===== config.mk =====
export PLATFORM = sky130hd
export DESIGN_NAME = seg_scan_controller
export DESIGN_NICKNAME = d
export VERILOG_FILES = /design/src/rtl/seg_pkg.sv /design/src/rtl/hex_to_7seg.sv /design/src/rtl/seg_scan_controller.sv
export SDC_FILE = /design/constraint.sdc
export NUM_CORES = 1
export LEC_CHECK = 0
export CORE_ASPECT_RATIO = 0.75
export CORE_MARGIN = 3
export CORE_UTILIZATION = 52
export CTS_CLUSTER_DIAMETER = 150
export DETAILED_ROUTE_END_ITERATION = 10
export PLACE_DENSITY = 0.83
export SYNTH_ARGS = -nofsm -noshare
export SYNTH_HDL_FRONTEND = slang
export SYNTH_SLANG_ARGS = --single-unit

===== constraint.sdc =====
create_clock -name clk -period 3.8 [get_ports clk]
set_input_delay 0.76 -clock clk [delete_from_list [all_inputs] [get_ports clk]]
set_output_delay 0.76 -clock clk [all_outputs]
set_load 0.02 [all_outputs]

===== src/rtl/seg_pkg.sv =====
// Shared types and constants for the seven-segment scan controller:
// the scan FSM states, the blanked-segment value and the hex glyph table.
package seg_pkg;

  typedef enum logic {
    BLANK = 1'b0,
    SHOW  = 1'b1
  } seg_state_t;

  localparam logic [6:0] SEG_OFF = 7'h7F;

  // Active-low {g,f,e,d,c,b,a}; 7 lights only a,b,c, letters render as A b C d E F.
  localparam logic [6:0] SEG_HEX_TABLE [16] = '{
    7'h40, 7'h79, 7'h24, 7'h30, 7'h19, 7'h12, 7'h02, 7'h78,
    7'h00, 7'h10, 7'h08, 7'h03, 7'h46, 7'h21, 7'h06, 7'h0E
  };

endpackage


===== src/rtl/hex_to_7seg.sv =====
// Combinational nibble to active-low seven-segment decoder.
module hex_to_7seg
  import seg_pkg::*;
(
  input  logic [3:0] i_nibble,
  output logic [6:0] o_seg_n
);

  assign o_seg_n = SEG_HEX_TABLE[i_nibble];

endmodule


===== src/rtl/seg_scan_controller.sv =====
// Single-clock multiplexed seven-segment scanner with frame-aligned load commit.
// Optional decimal-point support is compiled in with the SEG_DP_EN macro.
module seg_scan_controller
  import seg_pkg::*;
#(
  parameter int PRESCALE_BITS = 17,
  parameter int NUM_DIGITS    = 8,
  parameter int BLANK_CYCLES  = 1024
) (
  input  logic                    clk,
  input  logic                    rst,
  input  logic                    load_valid,
  input  logic [4*NUM_DIGITS-1:0] load_data,
  output logic                    load_ready,
  input  logic [NUM_DIGITS-1:0]   digit_en,
  output logic [NUM_DIGITS-1:0]   anode_n,
  output logic [6:0]              cathode_n,
  output logic                    frame_done,
`ifdef SEG_DP_EN
  input  logic [NUM_DIGITS-1:0]   load_dp,
  output logic                    dp_n,
`endif
  output logic                    dbg_state
);

  localparam int IDX_W = $clog2(NUM_DIGITS);
  localparam logic [IDX_W-1:0]         LAST_IDX   = IDX_W'(NUM_DIGITS - 1);
  localparam logic [PRESCALE_BITS-1:0] BLANK_LAST = PRESCALE_BITS'(BLANK_CYCLES - 1);

  // Load handshake: a load transfers on any clock where load_valid && load_ready.
  // load_ready stays low from acceptance until the frame boundary that commits it.

  logic [PRESCALE_BITS-1:0] r_presc;
  seg_state_t               r_state;
  seg_state_t               w_state_next;
  logic [IDX_W-1:0]         r_idx;
  logic [IDX_W-1:0]         w_idx_next;
  logic                     w_slot_end;
  logic                     w_frame_wrap;
  logic                     w_accept;
  logic                     w_commit;

  logic                     r_pending;
  logic [4*NUM_DIGITS-1:0]  r_pend_buf;
  logic [4*NUM_DIGITS-1:0]  r_shadow;
  logic                     r_wrapped;

  logic [3:0]               w_nibble;
  logic [6:0]               w_seg_n;
  logic                     w_digit_on;
  logic [NUM_DIGITS-1:0]    w_anode_next;
  logic [6:0]               w_cathode_next;

  logic [NUM_DIGITS-1:0]    r_anode_n;
  logic [6:0]               r_cathode_n;
  logic                     r_frame_done;

  assign w_slot_end   = (r_presc == '1);
  assign w_frame_wrap = w_slot_end && (r_idx == LAST_IDX);
  assign w_accept     = load_valid && !r_pending;
  assign w_commit     = w_frame_wrap && r_pending;

  always_ff @(posedge clk or negedge rst) begin
    if (!rst) begin
      r_presc <= '0;
    end else begin
      r_presc <= r_presc + 1'b1;
    end
  end

  always_ff @(posedge clk or negedge rst) begin
    if (!rst) begin
      r_state <= BLANK;
      r_idx   <= '0;
    end else begin
      r_state <= w_state_next;
      r_idx   <= w_idx_next;
    end
  end

  // The state tracks the prescaler value: SHOW once it reaches BLANK_CYCLES.
  always_comb begin
    w_state_next = r_state;
    w_idx_next   = r_idx;
    if (w_slot_end) begin
      w_state_next = BLANK;
      w_idx_next   = w_frame_wrap ? '0 : r_idx + 1'b1;
    end else if ((r_state == BLANK) && (r_presc == BLANK_LAST)) begin
      w_state_next = SHOW;
    end
  end

  always_ff @(posedge clk or negedge rst) begin
    if (!rst) begin
      r_pending  <= 1'b0;
      r_pend_buf <= '0;
      r_shadow   <= '0;
    end else begin
      if (w_accept) begin
        r_pend_buf <= load_data;
        r_pending  <= 1'b1;
      end else if (w_commit) begin
        r_pending  <= 1'b0;
      end
      if (w_commit) begin
        r_shadow <= r_pend_buf;
      end
    end
  end

  assign w_nibble   = r_shadow[4*r_idx +: 4];
  assign w_digit_on = (r_state == SHOW) && digit_en[r_idx];

  hex_to_7seg u_hex_to_7seg (
    .i_nibble (w_nibble),
    .o_seg_n  (w_seg_n)
  );

  always_comb begin
    w_anode_next   = '1;
    w_cathode_next = SEG_OFF;
    if (w_digit_on) begin
      w_anode_next[r_idx] = 1'b0;
      w_cathode_next      = w_seg_n;
    end
  end

  // frame_done lags the wrap edge by one clock like the other display outputs.
  always_ff @(posedge clk or negedge rst) begin
    if (!rst) begin
      r_anode_n    <= '1;
      r_cathode_n  <= SEG_OFF;
      r_wrapped    <= 1'b0;
      r_frame_done <= 1'b0;
    end else begin
      r_anode_n    <= w_anode_next;
      r_cathode_n  <= w_cathode_next;
      r_wrapped    <= w_frame_wrap;
      r_frame_done <= r_wrapped;
    end
  end

`ifdef SEG_DP_EN
  logic [NUM_DIGITS-1:0] r_dp_pend;
  logic [NUM_DIGITS-1:0] r_dp_shadow;
  logic                  r_dp_n;

  always_ff @(posedge clk or negedge rst) begin
    if (!rst) begin
      r_dp_pend   <= '0;
      r_dp_shadow <= '0;
      r_dp_n      <= 1'b1;
    end else begin
      if (w_accept) begin
        r_dp_pend <= load_dp;
      end
      if (w_commit) begin
        r_dp_shadow <= r_dp_pend;
      end
      r_dp_n <= w_digit_on ? !r_dp_shadow[r_idx] : 1'b1;
    end
  end

  assign dp_n = r_dp_n;
`endif

  assign load_ready = !r_pending;
  assign anode_n    = r_anode_n;
  assign cathode_n  = r_cathode_n;
  assign frame_done = r_frame_done;
  assign dbg_state  = r_state;

endmodule


Yosys cells after proc, flatten, opt, wreduce, memory -nomap -nowiden
Memory sizes are Yosys's and may differ from the RTL's.
Cells that the tools add are included.
{"block": "totals", "reg_bits": 103, "latch_bits": 0, "ram_bits": 0, "mem_bits_ro": 112, "input_bits": 43, "output_inout_bits": 18, "n_memories": 1}
{"block": "classes", "n_addsub": 2, "mul": 0, "div": 0, "magnitude_cmp": 3, "n_eq_ne": 3, "shifts": 1, "muxes": 13, "n_bitwise": 3, "reduce_logical": 9}
{"memory": "(name not given)", "depth": 16, "width": 7, "rd": 1, "rd_clocked_by_memory_dff": 0, "write_ports": 0, "line_no": "hex_to_7seg.sv:9", "text": "assign o_seg_n = SEG_HEX_TABLE[i_nibble];"}
{"cell": "$shiftx A32 B6 Y4", "count": 1}
{"cell": "$mux W7", "count": 3}
{"cell": "$add A17 B1 Y17 const B", "count": 1}
{"cell": "$eq A17 B10 Y1 const B", "count": 1}
{"cell": "$eq A17 B17 Y1 const B", "count": 1}
{"cell": "$mux W8", "count": 1}
{"cell": "$not A8 Y8", "count": 1}
{"cell": "$logic_and A1 B1 Y1", "count": 6}
{"cell": "$mux W1", "count": 6}
{"cell": "$ge A5 B5 Y1 const B", "count": 1}
{"cell": "$not A4 Y5", "count": 1}
{"cell": "$lt A3 B4 Y1 const B", "count": 1}
{"cell": "$reduce_bool A2 Y1", "count": 2}
{"cell": "$add A3 B1 Y3 const B", "count": 1}
{"cell": "$bmux W1 S3", "count": 1}
{"cell": "$demux W1 S3", "count": 1}
{"cell": "$eq A3 B3 Y1 const B", "count": 1}
{"cell": "$ge A3 B1 Y1 const B", "count": 1}
{"cell": "$mux W3", "count": 1}
{"cell": "$logic_not A1 Y1", "count": 1}
{"cell": "$not A1 Y1", "count": 1}

Logic depth before layout (Yosys ltp)
{"block": "logic_depth", "word_depth": 6, "mapped_depth": 11, "mapped_depth_nobuf": 9}

By module
Synthesis repeated with hierarchy kept, for this count alone.
{"block": "unflattened", "hier_cells": 330, "area_unflattened_um2": 4510.6}
{"mod": "seg_scan_controller", "n_inst": 1, "cells_each": 298, "area_per_inst_um2": 4235.3}
{"mod": "hex_to_7seg", "n_inst": 1, "cells_each": 32, "area_per_inst_um2": 275.3}

Worst setup path after synthesis
OpenSTA, ideal clock, no wires.
{"block": "synth_path", "path_type": "register -> register", "startpoint": "register r_presc[0]", "endpoint": "register r_shadow[10]", "arrival_ns": 2.301, "required_time_ns": 3.675, "setup_slack_ns": 1.374, "stages_incl_launch_ff": 10, "path_buffers": 1, "synth_period_minus_slack_ns": 2.426, "path_cell_list": "dfrtp_1 ha_1 nand3_1 nor2_1 and4_1 ha_1 and2_1 nand2_1 buf_1 mux2_2"}
{"block": "synth_via", "elab_chain_len": 3}
{"item": "start, declared", "line_no": "seg_scan_controller.sv:33", "text": "logic [PRESCALE_BITS-1:0] r_presc;"}
{"item": "start signal, assigned", "line_no": "seg_scan_controller.sv:67", "text": "r_presc <= r_presc + 1'b1;"}
{"item": "$eq A17 B17 Y1", "line_no": "seg_scan_controller.sv:58", "text": "assign w_slot_end = (r_presc == '1);"}
{"item": "$logic_and A1 B1 Y1", "line_no": "seg_scan_controller.sv:59", "text": "assign w_frame_wrap = w_slot_end && (r_idx == LAST_IDX);"}
{"item": "via w_frame_wrap", "line_no": "seg_scan_controller.sv:39", "text": "logic w_frame_wrap;"}
{"item": "$logic_and A1 B1 Y1", "line_no": "seg_scan_controller.sv:61", "text": "assign w_commit = w_frame_wrap && r_pending;"}
{"item": "end signal, assigned", "line_no": "seg_scan_controller.sv:106", "text": "r_shadow <= r_pend_buf;"}
{"item": "end, declared", "line_no": "seg_scan_controller.sv:45", "text": "logic [4*NUM_DIGITS-1:0] r_shadow;"}
The timed path passes the listed nets, and every way through them passes these cells.
A chain may end at the register's enable or synchronous reset.

Final worst setup path
{"block": "layout_path", "startpoint": "register r_idx[0]", "endpoint": "register r_cathode_n[3], in the netlist cathode_n[3]"}
{"block": "layout_via", "elab_chain_len": 6, "elab_cells_between_ends": 9, "classes_between": "1 x shift; 5 x mux; 1 x bitwise; 1 x reduce/logical; 1 x memory"}
{"item": "start, declared", "line_no": "seg_scan_controller.sv:36", "text": "logic [IDX_W-1:0] r_idx;"}
{"item": "start signal, assigned", "line_no": "seg_scan_controller.sv:77", "text": "r_idx <= w_idx_next;"}
{"item": "$shiftx A32 B6 Y4", "line_no": "seg_scan_controller.sv:111", "text": "assign w_nibble = r_shadow[4*r_idx +: 4];"}
{"item": "$not A4 Y5 (implied by the code)", "line_no": "hex_to_7seg.sv:9"}
{"item": "$mem_v2 Z16 W7"}
{"item": "$mux W7 (implied by the code) (2 in series)", "line_no": "hex_to_7seg.sv:9"}
{"item": "$mux W7 *", "line_no": "seg_scan_controller.sv:122", "text": "if (w_digit_on) begin"}
{"item": "via w_cathode_next[3]", "line_no": "seg_scan_controller.sv:52", "text": "logic [6:0] w_cathode_next;"}
{"item": "end signal, assigned", "line_no": "seg_scan_controller.sv:137", "text": "r_cathode_n <= w_cathode_next;"}
{"item": "end, declared", "line_no": "seg_scan_controller.sv:55", "text": "logic [6:0] r_cathode_n;"}
Mark *: on every way through the listed nets, which the timed path passes. The rest lies on a longest branch. The select of a mux whose other input is x is not followed.

==> impl_metrics.prom <==
# TYPE chip_impl_metric gauge
chip_impl_metric{name="y_dimension_of_the_die",unit="um"} 86.5
chip_impl_metric{name="vdd_drop_max",unit="mV"} 0.364
chip_impl_metric{name="number_of_clock_buffers_inserted_by_tritoncts",unit=""} 9
chip_impl_metric{name="drt-wirelength-per-cell",unit="um"} 17.1
chip_impl_metric{name="clkLatencyLatePin",unit="ns"} 0.35
chip_impl_info{name="ctsRootBufferMaster",value="clkbuf_16"} 1
chip_impl_metric{name="synthXorXnorAreaFrac",unit="%"} 2.73
chip_impl_metric{name="h-tree-depth",unit=""} 3
chip_impl_info{name="hold_path_startpoint",value="r_wrapped$_DFF_PN0_"} 1
chip_impl_metric{name="post_cts_resize_count",unit=""} 0
chip_impl_metric{name="syn-instance-count",unit=""} 320
chip_impl_metric{name="maxCapViolCount",unit=""} 0
chip_impl_metric{name="number_of_rows_in_the_core_area",unit=""} 28
chip_impl_metric{name="drc_violations",unit=""} 0
chip_impl_metric{name="place.port_buffers",unit=""} 60
chip_impl_metric{name="finalInstanceArea",unit="mm^2"} 0.00545
chip_impl_info{name="worstSetupPathType",value="flip-flop to flip-flop"} 1
chip_impl_metric{name="post_cts.repair.setup_buffers",unit=""} 0
chip_impl_metric{name="die-width",unit="um"} 113
chip_impl_metric{name="post_route_cells_drive_above_1_share",unit="%"} 29.9
chip_impl_metric{name="overflow",unit=""} 0
chip_impl_metric{name="share_of_flip_flops_with_an_asynchronous_set_or_reset",unit="%"} 100
chip_impl_metric{name="maximum_number_of_pins_on_one_net_before_global_route_repair",unit=""} 81
chip_impl_metric{name="setup_tns",unit="ns"} 0
chip_impl_metric{name="fin_crit_sh",unit="%"} 75.7
chip_impl_metric{name="core_area",unit="mm^2"} 0.00813
chip_impl_metric{name="clock_tree_buf_depth",unit=""} 2
chip_impl_metric{name="fmax",unit="MHz"} 348
chip_impl_info{name="yosys_most_used_dff",value="dfrtp_1"} 1
chip_impl_metric{name="yosys_warnings",unit=""} 0
chip_impl_metric{name="finalWorstSetupSlack",unit="ns"} 0.925
chip_impl_metric{name="grt_pass1_vias",unit=""} 2822
chip_impl_metric{name="syn_area_per_cell",unit="um^2"} 14.0
chip_impl_metric{name="timing_max_transition_violations_final",unit=""} 0
chip_impl_metric{name="layout.nets",unit=""} 434
chip_impl_metric{name="synth_sequential_area_ratio",unit="%"} 57.8
chip_impl_metric{name="setup_viol",unit=""} 0
chip_impl_metric{name="highest_net_fanout_along_the_worst_path",unit=""} 25
chip_impl_metric{name="maxSlewHeadroom",unit="%"} 35.5
chip_impl_metric{name="grt_antenna_before_repair",unit=""} 0
chip_impl_metric{name="route.antenna.remaining_nets",unit=""} 0
chip_impl_metric{name="postCtsHoldBufs",unit=""} 0
chip_impl_metric{name="floorplan.initialDensity",unit="%"} 55.2
chip_impl_metric{name="gp_routability_congestion",unit=""} 0.755
chip_impl_metric{name="postSynthNetCount",unit=""} 373
chip_impl_metric{name="power.static_leakage",unit="uW"} 0.00240
chip_impl_metric{name="numClockSinks",unit=""} 103
chip_impl_metric{name="synth_compound_area_share",unit="%"} 4.54
chip_impl_metric{name="worst_pin_slew",unit="ns"} 0.967
chip_impl_info{name="unrepaired_setup_endpoints_after_global_routing",value="no"} 1
chip_impl_metric{name="edff_count_synth",unit=""} 0
chip_impl_info{name="hold_critical_path_endpoint",value="frame_done$_DFF_PN0_"} 1
chip_impl_metric{name="floorplan.die_area",unit="mm^2"} 0.00980
chip_impl_metric{name="setup.reg_to_reg.worst_slack",unit="ns"} 0.92
chip_impl_metric{name="synth-seq-cells",unit=""} 103
chip_impl_metric{name="netlist_area",unit="mm^2"} 0.00449
chip_impl_metric{name="syn_to_final_growth",unit="%"} 21.4
chip_impl_metric{name="fin_hold_ws",unit="ns"} 0.349
chip_impl_metric{name="hold_path_depth",unit=""} 0
chip_impl_metric{name="fin_crit",unit="ns"} 2.88
chip_impl_info{name="crit_path_end_kind",value="flip-flop"} 1
chip_impl_metric{name="synth-adder-area-share",unit="%"} 2.79
chip_impl_info{name="hp-class",value="flip-flop to flip-flop"} 1
chip_impl_metric{name="hold_violations",unit=""} 0
chip_impl_metric{name="cts.clk_slew.worst_paths",unit="ns"} 0.07
chip_impl_metric{name="first_pass_iters",unit=""} 4
chip_impl_metric{name="grt.total_usage",unit="%"} 18.7
chip_impl_metric{name="cp.required",unit="ns"} 4.02
chip_impl_metric{name="share_of_cell_area_taken_by_muxes_after_synthesis",unit="%"} 21.9
chip_impl_metric{name="vias_per_cell",unit=""} 5.63
chip_impl_metric{name="dpl-instance-area",unit="mm^2"} 0.00516
chip_impl_metric{name="yosysUniqueCellTypes",unit=""} 49
chip_impl_metric{name="dp_slack",unit="ns"} 0.986
chip_impl_metric{name="hpwlAfterDp",unit="um"} 5960
chip_impl_metric{name="power.density",unit="mW/mm^2"} 401
chip_impl_info{name="outcome",value="finished clean"} 1
chip_impl_info{name="worst_r2r_startpoint",value="r_idx[0]$_DFFE_PN0P_"} 1
chip_impl_info{name="cts_tree",value="done"} 1
chip_impl_metric{name="vias",unit=""} 2759
chip_impl_metric{name="grt_first_pass_wirelength",unit="um"} 14100
chip_impl_metric{name="depth_of_the_worst_register_to_register_path",unit=""} 6
chip_impl_info{name="reg2reg_to",value="cathode_n[3]$_DFF_PN1_"} 1
chip_impl_metric{name="worst_clock_skew",unit="ns"} 0.0106
chip_impl_metric{name="io_pins",unit=""} 61
chip_impl_info{name="critPathLaunchType",value="flip-flop"} 1
chip_impl_metric{name="drt_wl_total",unit="um"} 8400
chip_impl_info{name="synth_top_family_by_area",value="multiplexers"} 1
chip_impl_metric{name="worst-endpoint-arrival",unit="ns"} 3.10
chip_impl_metric{name="detail_route.iter0.violations",unit=""} 135
chip_impl_metric{name="antenna-diode-count",unit=""} 0
chip_impl_metric{name="synth-simple-area-share",unit="%"} 7.33
critical path: stages, from the launching register on:
cell and delay (ns):
dfrtp_1 0.98, mux4_2 0.59, mux2_4 0.32, inv_1 0.14, ha_1 0.26, nor2b_1 0.13, o311ai_1 0.31
cell families (layout without fill, tap and decap cells):
kind of cell             count (synthesis)  in the layout
multiplexers                            81             81
flip-flops                             103            103
adder cells (fa/ha/maj)                 10             10
XOR/XNOR                                14             14
AO/OA/AOI/OAI                           28             28
buffers and inverters                   23             88
AND/OR/NAND/NOR                         61             61
synthesized netlist by cell type (2+ instances only):
| master | n | area share [%] |
|---|---|---|
| o21ai_0 | 3 | 0.33 |
| nand2_1 | 11 | 0.92 |
| and3_1 | 2 | 0.28 |
| nor3_1 | 5 | 0.56 |
| xnor2_1 | 11 | 2.1 |
| clkbuf_1 | 2 | 0.17 |
| o221ai_1 | 2 | 0.39 |
| ha_1 | 10 | 2.8 |
| xor2_1 | 3 | 0.59 |
| o22ai_1 | 2 | 0.28 |
| buf_1 | 6 | 0.50 |
| mux2_2 | 67 | 17 |
| mux2_4 | 2 | 0.67 |
| mux2i_1 | 6 | 1.3 |
| clkbuf_8 | 2 | 0.61 |
| nand4_1 | 3 | 0.42 |
| nand2b_1 | 2 | 0.28 |
| o31ai_1 | 2 | 0.33 |
| mux4_2 | 5 | 2.5 |
| a21oi_1 | 7 | 0.78 |
| dfrtp_1 | 88 | 49 |
| nand3_1 | 11 | 1.2 |
| inv_1 | 9 | 0.75 |
| buf_6 | 3 | 0.75 |
| o211ai_1 | 2 | 0.33 |
| nor2_1 | 10 | 0.84 |
| dfstp_2 | 15 | 8.8 |
| or3_1 | 3 | 0.42 |
| nor4_1 | 2 | 0.28 |
| and2_1 | 4 | 0.56 |
| nor2b_1 | 2 | 0.28 |
power breakdown:
part           leakage (uW)  internal [uW]  switching (uW)
clock network      0.000134            510             401
registers           0.00131           1140            23.9
logic              0.000955           71.5            37.8
state kept, by name (all words and copies together), names as in the netlist:
signal / flops
r_pend_buf: 32
r_shadow: 32
r_presc: 17
anode_n: 8
cathode_n: 7
r_idx: 3
dbg_state: 1
frame_done: 1
r_pending: 1
r_wrapped: 1
layout make-up:
class	instances	area, um^2
well taps	105	131
repair buffers	64	628
flip-flops and latches	103	2600
clock buffers	9	225
inverters	9	33.8
multi-input cells	194	1770
clock inverters	6	70.1
fillers	612	2680
placed cells by master (no fill, tap or decap), types with 9 or more instances in the layout:
| master | n |
|---|---|
| nor2_1 | 10 |
| xnor2_1 | 11 |
| ha_1 | 10 |
| clkbuf_16 | 9 |
| nand2_1 | 11 |
| inv_1 | 9 |
| nand3_1 | 11 |
| mux2_2 | 67 |
| clkdlybuf4s50_1 | 59 |
| dfrtp_1 | 88 |
| dfstp_2 | 15 |
stage by stage:
stage	total power, uW	cells	utilization (%)
6_report	2190	490	67.1
5_1_grt	2270	490	67.1
4_1_cts	2210	490	67.1
3_5_place_dp	1300	475	63.4
3_3_place_gp	1290	475	63.4
2_1_floorplan	1220	320	-
metal layers:
metal | track usage (%) | routed length [um]
met5 | 0 | 0
met4 | 6.33 | 130
met3 | 5.58 | 459
met2 | 29.4 | 3900
met1 | 25.2 | 3920
worst max path at each step:
| stage | from | end | slack (ns) | cells after the start |
|---|---|---|---|---|
| 2_1_floorplan | r_presc[0]$_DFF_PN0_ | r_shadow[10]$_DFFE_PN0P_ | 1.37 | 9 |
| 3_3_place_gp | r_idx[0]$_DFFE_PN0P_ | cathode_n[3]$_DFF_PN1_ | 1.13 | 6 |
| 3_5_place_dp | r_idx[0]$_DFFE_PN0P_ | cathode_n[3]$_DFF_PN1_ | 0.99 | 6 |
| 4_1_cts | r_idx[0]$_DFFE_PN0P_ | cathode_n[3]$_DFF_PN1_ | 0.97 | 6 |
| 5_1_grt | r_idx[0]$_DFFE_PN0P_ | cathode_n[3]$_DFF_PN1_ | 0.74 | 9 |
| 6_report | r_idx[0]$_DFFE_PN0P_ | cathode_n[3]$_DFF_PN1_ | 0.92 | 6 |
Note: power is estimated with default switching activity, not from simulation.
